<file path="src/rtl/mod_divide_if.sv">
// Handshake bundle for the half-precision divider.
// master drives the operands and the start strobe; slave returns the quotient
// and a one-cycle ready pulse.
//   in_A, in_B : dividend / divisor words
//   in_En      : start strobe, taken only while the divider is idle
//   out_Out    : quotient, held until the next result
//   out_Ready  : one-cycle pulse when out_Out carries a new result
interface mod_divide_if #(
    parameter int unsigned WORD_W = 16
);
    logic [WORD_W-1:0] in_A;
    logic [WORD_W-1:0] in_B;
    logic              in_En;
    logic [WORD_W-1:0] out_Out;
    logic              out_Ready;

    modport master (
        output in_A,
        output in_B,
        output in_En,
        input  out_Out,
        input  out_Ready
    );

    modport slave (
        input  in_A,
        input  in_B,
        input  in_En,
        output out_Out,
        output out_Ready
    );
endinterface

</file>
<file path="src/rtl/mod_divide.sv">
// Sequential IEEE-754 binary16 divider: out_Out = in_A / in_B.
// Radix-2 restoring mantissa division with a fixed 15-edge latency from the
// in_En capture edge to the out_Ready cycle, special cases included.
// Subnormal inputs are read as zero and subnormal results flush to zero.
// Ports:
//   clk  : rising-edge clock
//   rst  : synchronous active-low reset
//   bus  : mod_divide_if slave (in_A, in_B, in_En, out_Out, out_Ready)
module mod_divide #(
    parameter int unsigned EXP_W  = 5,
    parameter int unsigned FRAC_W = 10,
    parameter int unsigned BIAS   = 15
) (
    input  logic        clk,
    input  logic        rst,
    mod_divide_if.slave bus
);

    localparam int unsigned WORD_W = 1 + EXP_W + FRAC_W;
    localparam int unsigned MANT_W = FRAC_W + 1;
    localparam int unsigned Q_W    = FRAC_W + 2;
    localparam int unsigned E_W    = EXP_W + 2;
    localparam int unsigned CNT_W  = $clog2(Q_W);

    localparam logic [CNT_W-1:0]      LAST_ITER = CNT_W'(Q_W - 1);
    localparam logic [EXP_W-1:0]      EXP_ONES  = '1;
    localparam logic signed [E_W-1:0] E_OVF     = E_W'((1 << EXP_W) - 1);
    localparam logic signed [E_W-1:0] E_ZERO    = '0;

    typedef enum logic [2:0] {
        S_IDLE,
        S_UNPACK,
        S_DIVIDE,
        S_ROUND,
        S_DONE
    } state_t;

    typedef enum logic [1:0] {
        SP_NONE,
        SP_NAN,
        SP_INF,
        SP_ZERO
    } special_t;

    state_t                  state_q;
    logic [WORD_W-1:0]       a_q;
    logic [WORD_W-1:0]       b_q;
    logic                    sign_q;
    logic [MANT_W-1:0]       mb_q;
    logic [Q_W-1:0]          rem_q;
    logic [Q_W-1:0]          quo_q;
    logic signed [E_W-1:0]   exp_q;
    special_t                special_q;
    logic [CNT_W-1:0]        cnt_q;
    logic                    round_step_q;
    logic [FRAC_W-1:0]       frac_q;
    logic [WORD_W-1:0]       out_q;
    logic                    ready_q;

    // Operand field views of the latched words
    logic [EXP_W-1:0]  exp_a;
    logic [EXP_W-1:0]  exp_b;
    logic [FRAC_W-1:0] frac_a;
    logic [FRAC_W-1:0] frac_b;

    assign exp_a  = a_q[WORD_W-2 -: EXP_W];
    assign exp_b  = b_q[WORD_W-2 -: EXP_W];
    assign frac_a = a_q[FRAC_W-1:0];
    assign frac_b = b_q[FRAC_W-1:0];

    // Unpack: hidden bits, pre-normalising shift, biased exponent, special decode
    logic [MANT_W-1:0]     mant_a;
    logic [MANT_W-1:0]     mant_b;
    logic                  pre_shift;
    logic [Q_W-1:0]        rem_init;
    logic signed [E_W-1:0] exp_init;
    logic                  nan_a, nan_b, inf_a, inf_b, zero_a, zero_b;
    special_t              special_init;

    always_comb begin
        mant_a       = {1'b1, frac_a};
        mant_b       = {1'b1, frac_b};
        pre_shift    = mant_a < mant_b;
        rem_init     = pre_shift ? {mant_a, 1'b0} : {1'b0, mant_a};
        exp_init     = E_W'(exp_a) - E_W'(exp_b) + E_W'(BIAS) - E_W'(pre_shift);
        nan_a        = (exp_a == EXP_ONES) && (frac_a != '0);
        nan_b        = (exp_b == EXP_ONES) && (frac_b != '0);
        inf_a        = (exp_a == EXP_ONES) && (frac_a == '0);
        inf_b        = (exp_b == EXP_ONES) && (frac_b == '0);
        zero_a       = (exp_a == '0);
        zero_b       = (exp_b == '0);
        special_init = SP_NONE;
        if (nan_a || nan_b || (zero_a && zero_b) || (inf_a && inf_b)) begin
            special_init = SP_NAN;
        end else if (inf_a || zero_b) begin
            special_init = SP_INF;
        end else if (zero_a || inf_b) begin
            special_init = SP_ZERO;
        end
    end

    // One restoring step: subtract when the partial remainder covers the divisor
    logic           rem_ge;
    logic [Q_W-1:0] rem_sub;
    logic [Q_W-1:0] rem_next;
    logic [Q_W-1:0] quo_next;

    always_comb begin
        rem_ge   = rem_q >= {1'b0, mb_q};
        rem_sub  = rem_ge ? (rem_q - {1'b0, mb_q}) : rem_q;
        rem_next = rem_sub << 1;
        quo_next = Q_W'({quo_q, rem_ge});
    end

    // Round to nearest even; quo_q[0] is the guard bit, leftover remainder is sticky.
    // A carry out of the fraction means the mantissa reached 2.0.
    logic              round_up;
    logic [FRAC_W:0]   frac_sum;
    logic              frac_carry;

    always_comb begin
        round_up   = quo_q[0] & ((|rem_q) | quo_q[1]);
        frac_sum   = {1'b0, quo_q[FRAC_W:1]} + (FRAC_W+1)'(round_up);
        frac_carry = frac_sum[FRAC_W];
    end

    // Final word: special-case override, then exponent range limits
    logic [WORD_W-1:0] result_c;

    always_comb begin
        result_c = '0;
        case (special_q)
            SP_NAN:  result_c = {1'b0, EXP_ONES, 1'b1, (FRAC_W-1)'(0)};
            SP_INF:  result_c = {sign_q, EXP_ONES, FRAC_W'(0)};
            SP_ZERO: result_c = {sign_q, (WORD_W-1)'(0)};
            default: begin
                if (exp_q >= E_OVF) begin
                    result_c = {sign_q, EXP_ONES, FRAC_W'(0)};
                end else if (exp_q <= E_ZERO) begin
                    result_c = {sign_q, (WORD_W-1)'(0)};
                end else begin
                    result_c = {sign_q, exp_q[EXP_W-1:0], frac_q};
                end
            end
        endcase
    end

    // Control FSM and datapath registers
    always_ff @(posedge clk) begin
        if (!rst) begin
            state_q      <= S_IDLE;
            a_q          <= '0;
            b_q          <= '0;
            sign_q       <= 1'b0;
            mb_q         <= '0;
            rem_q        <= '0;
            quo_q        <= '0;
            exp_q        <= '0;
            special_q    <= SP_NONE;
            cnt_q        <= '0;
            round_step_q <= 1'b0;
            frac_q       <= '0;
            out_q        <= '0;
            ready_q      <= 1'b0;
        end else begin
            ready_q <= 1'b0;
            case (state_q)
                S_IDLE: begin
                    if (bus.in_En) begin
                        a_q     <= bus.in_A;
                        b_q     <= bus.in_B;
                        state_q <= S_UNPACK;
                    end
                end
                S_UNPACK: begin
                    sign_q    <= a_q[WORD_W-1] ^ b_q[WORD_W-1];
                    mb_q      <= mant_b;
                    rem_q     <= rem_init;
                    quo_q     <= '0;
                    exp_q     <= exp_init;
                    special_q <= special_init;
                    cnt_q     <= '0;
                    state_q   <= S_DIVIDE;
                end
                S_DIVIDE: begin
                    rem_q <= rem_next;
                    quo_q <= quo_next;
                    if (cnt_q == LAST_ITER) begin
                        cnt_q        <= '0;
                        round_step_q <= 1'b0;
                        state_q      <= S_ROUND;
                    end else begin
                        cnt_q <= cnt_q + CNT_W'(1);
                    end
                end
                S_ROUND: begin
                    // First cycle applies the increment, second packs the word
                    if (!round_step_q) begin
                        frac_q       <= frac_carry ? '0 : frac_sum[FRAC_W-1:0];
                        if (frac_carry) begin
                            exp_q <= exp_q + E_W'(1);
                        end
                        round_step_q <= 1'b1;
                    end else begin
                        out_q        <= result_c;
                        ready_q      <= 1'b1;
                        round_step_q <= 1'b0;
                        state_q      <= S_DONE;
                    end
                end
                S_DONE: begin
                    state_q <= S_IDLE;
                end
                default: begin
                    state_q <= S_IDLE;
                end
            endcase
        end
    end

    assign bus.out_Out   = out_q;
    assign bus.out_Ready = ready_q;

endmodule

</file>
<file path="src/flat_wrapper.sv">
// flat-port wrapper written by rule: the top's interface ports become plain ports
module mod_divide_flat 
#(
    parameter int unsigned EXP_W  = 5,
    parameter int unsigned FRAC_W = 10,
    parameter int unsigned BIAS   = 15
)
  (clk, rst, bus_in_A, bus_in_B, bus_in_En, bus_out_Out, bus_out_Ready);
  mod_divide_if #(.WORD_W(16)) bus_i ();
  input  logic clk;
  input  logic rst;
  input wire logic [$bits(bus_i.in_A)-1:0] bus_in_A;
  input wire logic [$bits(bus_i.in_B)-1:0] bus_in_B;
  input wire logic [$bits(bus_i.in_En)-1:0] bus_in_En;
  output wire logic [$bits(bus_i.out_Out)-1:0] bus_out_Out;
  output wire logic [$bits(bus_i.out_Ready)-1:0] bus_out_Ready;
  assign bus_i.in_A = bus_in_A;
  assign bus_i.in_B = bus_in_B;
  assign bus_i.in_En = bus_in_En;
  assign bus_out_Out = bus_i.out_Out;
  assign bus_out_Ready = bus_i.out_Ready;
  mod_divide #(.EXP_W(EXP_W), .FRAC_W(FRAC_W), .BIAS(BIAS)) u_core (.clk(clk), .rst(rst), .bus(bus_i));
endmodule
</file>
<file path="config.mk">
export PLATFORM = sky130hd
export DESIGN_NAME = mod_divide_flat
export DESIGN_NICKNAME = d
export VERILOG_FILES = /design/src/rtl/mod_divide_if.sv /design/src/rtl/mod_divide.sv /design/src/flat_wrapper.sv
export SDC_FILE = /design/constraint.sdc
export NUM_CORES = 1
export LEC_CHECK = 0
export BUFFER_PORTS_ARGS = -buffer_cell sky130_fd_sc_hd__buf_2
export CAP_MARGIN = 40
export CORE_ASPECT_RATIO = 1.4
export CORE_MARGIN = 2
export CORE_UTILIZATION = 45
export CTS_BUF_LIST = sky130_fd_sc_hd__clkbuf_2 sky130_fd_sc_hd__clkbuf_4 sky130_fd_sc_hd__clkbuf_8
export DETAILED_ROUTE_END_ITERATION = 6
export HOLD_SLACK_MARGIN = 0.03
export PLACE_DENSITY = 0.7
export SETUP_SLACK_MARGIN = 0.2
export SLEW_MARGIN = 20
export SYNTH_ARGS = -nofsm -noshare
export SYNTH_HDL_FRONTEND = slang
export SYNTH_SLANG_ARGS = --single-unit
</file>
<file path="constraint.sdc">
create_clock -name clk -period 9.1 [get_ports clk]
set_clock_uncertainty 0.15 [all_clocks]
set_input_delay 0.91 -clock clk [delete_from_list [all_inputs] [get_ports clk]]
set_output_delay 0.91 -clock clk [all_outputs]
set_load 0.1 [all_outputs]
</file>
==> results of run 1 <==
metal layers:
layer,wire (um),share of wire,up-vias,track usage
met2,6730,0.49,97,0.336
met5,0,0,-,0
met3,415,0.030,29,0.0378
li1,-,-,2678,-
met1,6080,0.45,2413,0.235
met4,427,0.031,0,0.0817
worst paths after layout:
kind,to,slack [ps],cells after the start
setup / recovery,u_core.exp_q[5],5800,15
hold / removal,u_core.frac_q[1],320,2
setup reg to reg,u_core.exp_q[5],5800,15
hold reg to reg,u_core.frac_q[1],320,2
critical path, stage by stage (launching register included):
cell and delay [ps]:
dfxtp_1 390, inv_1 60, ha_1 300, a21o_1 180, a31oi_1 190, o31ai_2 130, nor2_4 230, inv_2 120
ha_1 200, ha_1 200, fa_1 400, a21o_1 170, a21oi_1 160, xnor2_1 130, a21oi_1 80, o211a_1 110
cells by family (layout without fill, tap and decap cells):
family / Yosys count / after routing / share of synthesized area
adder cells (fa/ha/maj): 41 / 41 / 0.0869
AND/OR/NAND/NOR: 278 / 278 / 0.213
flip-flops: 111 / 111 / 0.360
XOR/XNOR: 20 / 20 / 0.0284
multiplexers: 17 / 17 / 0.0284
buffers and inverters: 81 / 117 / 0.0548
AO/OA/AOI/OAI: 199 / 199 / 0.228
cell usage in the layout (no fill, tap or decap), types with 10 or more instances in the layout:
cell type  count
xnor2_1       11
a21boi_0      47
and3_1        10
dfxtp_1      111
and2_1        11
ha_1          38
a21oi_1       30
o21ai_0       36
buf_2         51
nor2b_1       21
mux2i_1       13
nand3_1       22
inv_1         41
nor2_1        32
a22oi_1       11
nor3_1        10
nor4_1        10
nand2_1      132
sequential cells by signal, indices dropped and copies added, names as in the netlist:
| register | count |
|---|---|
| u_core.bus.out_Ready | 1 |
| u_core.special_q | 2 |
| u_core.state_q | 3 |
| u_core.exp_q | 7 |
| u_core.bus.out_Out | 16 |
| u_core.mb_q | 11 |
| u_core.sign_q | 1 |
| u_core.cnt_q | 4 |
| u_core.round_step_q | 1 |
| u_core.b_q | 16 |
| u_core.quo_q | 11 |
| u_core.rem_q | 12 |
| u_core.frac_q | 10 |
| u_core.a_q | 16 |
final cells by class:
type | instances | area, um^2 | area share
sequential | 111 | 2220 | 0.326
timing repair buffer | 59 | 359 | 0.0527
clock inverter | 7 | 103 | 0.0151
multi-input combinational | 555 | 3620 | 0.531
inverter | 42 | 158 | 0.0232
tap | 182 | 228 | 0.0334
clock buffer | 9 | 124 | 0.0182
power breakdown:
part           total [mW]  switching, mW  internal [mW]
registers           0.542         0.0314          0.511
logic               0.360          0.204          0.157
clock network       0.339          0.180          0.159
stage by stage:
step / worst slack, ps / instances
floorplan: 6030 / 747
global placement: 5870 / 946
detailed placement: 5810 / 948
CTS: 5800 / 964
global route: 5580 / 965
finish: 5800 / 965
==> summary.txt, run 1 <==
crit path time final - 3300 ps
Root Buffer Master - clkbuf_8
RSZ-0062 raised after global routing - false
worst hold slack - 316 ps
Layout Area Growth over Synthesis - 10.4%
syn_area_per_cell - 8.25 um^2
dpl hpwl - 9760 um
Post-synth EDFFs - 0
final setup fails - 0
router iterations before antenna repair - 5
worst r2r src - u_core.b_q[2]
CTS H-tree lvls - 3
Hold Crit Class - reg -> reg
# nets final - 854
DRC - 0
top-count cell post-synth - nand2_1
via count - 5,217
Core Area - 13,400 um^2
post-route cell area - 6810 um^2
Post-Syn Area - 6170 um^2
# rows - 50
worst-margin pin slew - 850 ps
Synth Flop Type - dfxtp_1
first-pass GRT wire length - 23,100 um
Remaining Overflow, GRT - 0
utilization after layout - 0.509
crit path max fanout - 8
GP Congestion - 0.880
Die H - 143 um
clock-pin slew of the registers on the worst-case setup and hold paths - 110 ps
cts bufs inserted - 9
total power draw - 1.24 mW
Leakage - 2.76 nW
WL/cell - 14.2 um
Syn. warnings - 0
Max Fclk - 303 MHz
peak supply drop - 0.000102 V
antenna viol nets, final - 0
largest net degree at the start of global routing - 108
Slew Viols, Final - 0
post-synthesis sequential element count - 111
top post-synthesis cells by count - nand2_1, dfxtp_1, a21boi_0
worst endpoint required time - 9240 ps
Post-Syn Nets - 823
register area share after synthesis - 0.360
hold path startpoint - u_core.frac_q[1]
I/O pins - 52
die area - 14,700 um^2
clk_lat worst skew - 390 ps
Setup crit start - u_core.b_q[2]
fraction of layout cells with a size suffix above 1 - 0.123
Post-synth ARST share - 0
ANT cells - 0
Placed Area - 6560 um^2
1st-iter DRT viols - 180
crit end category - register
setup repair bufs after CTS - 0
pwr dens - 182 nW/um^2
# clock sinks - 111
CTS tree - done
Bufs on Longest Clock Path - 2
Synth top area share - 0.360
max_slew headroom - 0.431
Cells after Synth - 747
Fill cells - 1,330
dominant cell type by area after synthesis - dfxtp_1
MaxCap Viol Count - 0
crit start category - register
vias in the first global route - 5,090
outcome - completed
# port buffers - 51
final hold vios - 0
vias per inst - 5.41
top post-synthesis cells by area - dfxtp_1, nand2_1, ha_1
GRT Total Usage - 0.196
DRT Wirelength - 13,700 um
initial antenna violation count - 0
setup tns final - 0 ps
critical path arrival - 3440 ps
Die X - 103 um
Resized Gates After CTS - 0
Netlist cell types - 76
fin crit share - 0.363
WS Path Type - reg -> reg
Post-CTS Hold Buffers - 0
Initial Util - 0.461
No activity file was read; power rests on OpenSTA's default activity.
==> inputs of run 2 (changes only) <==
Settings changed: ABC_AREA from default to 1.
Clock period 9.1 ns to 3.3 ns, I/O delays scaled along.
==> summary.txt, run 2 <==
syn_area_per_cell - 6.91 um^2
DR WL met3 - 316 um
most used cell, CP - inv_1
crit path time final - 2780 ps
Max Fclk - 359 MHz
WS Path Type - reg -> reg
fraction of layout cells with a size suffix above 1 - 0.108
dominant cell type by area after synthesis - dfxtp_1
critical path arrival - 2950 ps
outcome - completed
final hold vios - 0
Synth Flop Type - dfxtp_1
clock-pin slew of the registers on the worst-case setup and hold paths - 110 ps
Syn. warnings - 0
final setup fails - 0
# nets final - 1,025
crit start category - register
Netlist cell types - 40
top post-synthesis cells by area - dfxtp_1, nand2_1, a21oi_1
largest net degree at the start of global routing - 44
combinational family with the most area after synthesis - simple AND/OR/NAND/NOR gates
DRT Wirelength - 15,500 um
dpl hpwl - 11,800 um
Resized Gates After CTS - 0
setup repair bufs after CTS - 0
pwr dens - 1010 nW/um^2
1st-iter DRT viols - 221
MaxCap Viol Count - 0
complex-gate fraction of the synthesized area - 0.160
RSZ-0062 raised after global routing - false
slowest stage cell, crit path - fa_1
Root Buffer Master - clkbuf_8
Core Area - 13,800 um^2
peak supply drop - 0.000462 V
Layout Area Growth over Synthesis - 9.38%
Initial Util - 0.457
Post-CTS Hold Buffers - 0
cts bufs inserted - 9
vias in the first global route - 5,697
Die H - 144 um
Post-Syn Area - 6300 um^2
Cells after Synth - 912
Slew Viols, Final - 0
# rows - 51
crit path max fanout - 3
worst-margin pin slew - 716 ps
xor/xnor share of the synthesized area - 0.0167
met2 wire len - 8440 um
Adder-Cell Fraction of Synth Area - 0.0850
ANT cells - 0
most frequent cells in the layout - nand2_1, inv_1, dfxtp_1
CTS H-tree lvls - 3
post-synthesis sequential element count - 111
Critical Path Max Stage Delay - 460 ps
Synth top area share - 0.353
# port buffers - 51
CTS tree - done
# clock sinks - 111
top post-synthesis cells by count - nand2_1, inv_1, dfxtp_1
first-pass GRT wire length - 26,100 um
top-count cell post-synth - nand2_1
Synth Area in Simple Gates - 0.282
initial antenna violation count - 0
mux cell area share after synthesis - 0
GRT Total Usage - 0.213
R2R setup slack - 520 ps
register area share after synthesis - 0.353
DRC - 0
Remaining Overflow, GRT - 0
Bufs on Longest Clock Path - 2
via count - 5,831
crit end category - register
Post-synth EDFFs - 0
die area - 15,000 um^2
Post-synth ARST share - 0
WL met1 - 6410 um
clk_lat worst skew - 380 ps
I/O pins - 52
commonest non-fill, non-tap cell in the layout - nand2_1
vias per inst - 5.12
GP Congestion - 0.840
Leakage - 3.22 nW
router iterations before antenna repair - 5
max_slew headroom - 0.522
Top Layer Used - met4
Hold Crit Class - in -> reg
Fill cells - 1,450
fin crit share - 0.843
crit-path cells - inv_1 > ha_1 > inv_1 > fa_1 > xor2_1 > inv_1 > fa_1 > nand3_1 > nand3_1 > xor2_1 > o21ai_1 > nand2_1 > inv_1
WL/cell - 13.6 um
total power draw - 6.94 mW
setup tns final - 0 ps
Post-Syn Nets - 988
Die X - 104 um
antenna viol nets, final - 0
worst endpoint required time - 3470 ps
-- run 2: cell count changes after synthesis, moves of 13 or more --
cell	delta
a21oi_1	+68
a21boi_0	-47
o21ai_0	+41
nor2_1	+20
inv_1	+85
nor2b_1	-21
nand4_1	+21
mux2i_1	-13
nand3_1	+64
nand2_1	+60
-- run 2: kinds of logic after synthesis --
kind of cell | after synthesis
AO/OA/AOI/OAI | 192
flip-flops | 111
adder cells (fa/ha/maj) | 41
XOR/XNOR | 12
AND/OR/NAND/NOR | 390
buffers and inverters | 166
-- run 2: area by class of cell --
type | count | area (um^2) | share of cell area
multi-input cells | 635 | 3420 | 0.497
inverters | 133 | 504 | 0.0732
clock inverters | 4 | 40.0 | 0.00581
flip-flops and latches | 111 | 2220 | 0.323
well taps | 185 | 231 | 0.0336
clock buffers | 11 | 145 | 0.0211
repair buffers | 59 | 323 | 0.0469
-- run 2: worst paths after layout --
| check | start | endpoint | cells past startpoint |
|---|---|---|---|
| min | bus_in_A[12] | u_core.a_q[12] | 3 |
| min reg2reg | u_core.frac_q[1] | u_core.bus.out_Out[1] | 2 |
| max | u_core.a_q[10] | u_core.exp_q[5] | 13 |
| max reg2reg | u_core.a_q[10] | u_core.exp_q[5] | 13 |
-- run 2: per-stage QoR --
step | setup WS [ps] | hold WS (ps) | instances | utilization | area [um^2]
finish | 518 | 67.2 | 1138 | 0.500 | 6890
global route | 304 | 85.8 | 1138 | 0.500 | 6890
floorplan | 666 | 288 | 912 | - | 6300
global placement | 646 | 299 | 1122 | 0.485 | 6690
CTS | 533 | 57.1 | 1138 | 0.500 | 6890
detailed placement | 604 | 308 | 1123 | 0.486 | 6700
-- run 2: per-layer routing --
metal / GRT usage / up-vias
met5: 0 / -
met4: 0.0676 / 0
met2: 0.434 / 75
met3: 0.0270 / 30
li1: - / 3071
met1: 0.226 / 2655
-- run 2: where the power goes --
group | switching (mW) | total, mW | internal (mW)
clock network | 0.481 | 0.795 | 0.314
logic | 2.75 | 4.27 | 1.52
registers | 0.229 | 1.88 | 1.65
-- run 2: worst max-delay path, delay by kind of cell (launching register included) --
kind,cells,cell delay (ps)
compound gates,1,140
xor+xnor,2,470
fa+ha+maj,3,1060
buf+inv,4,350
flops,1,330
simple gates,3,240
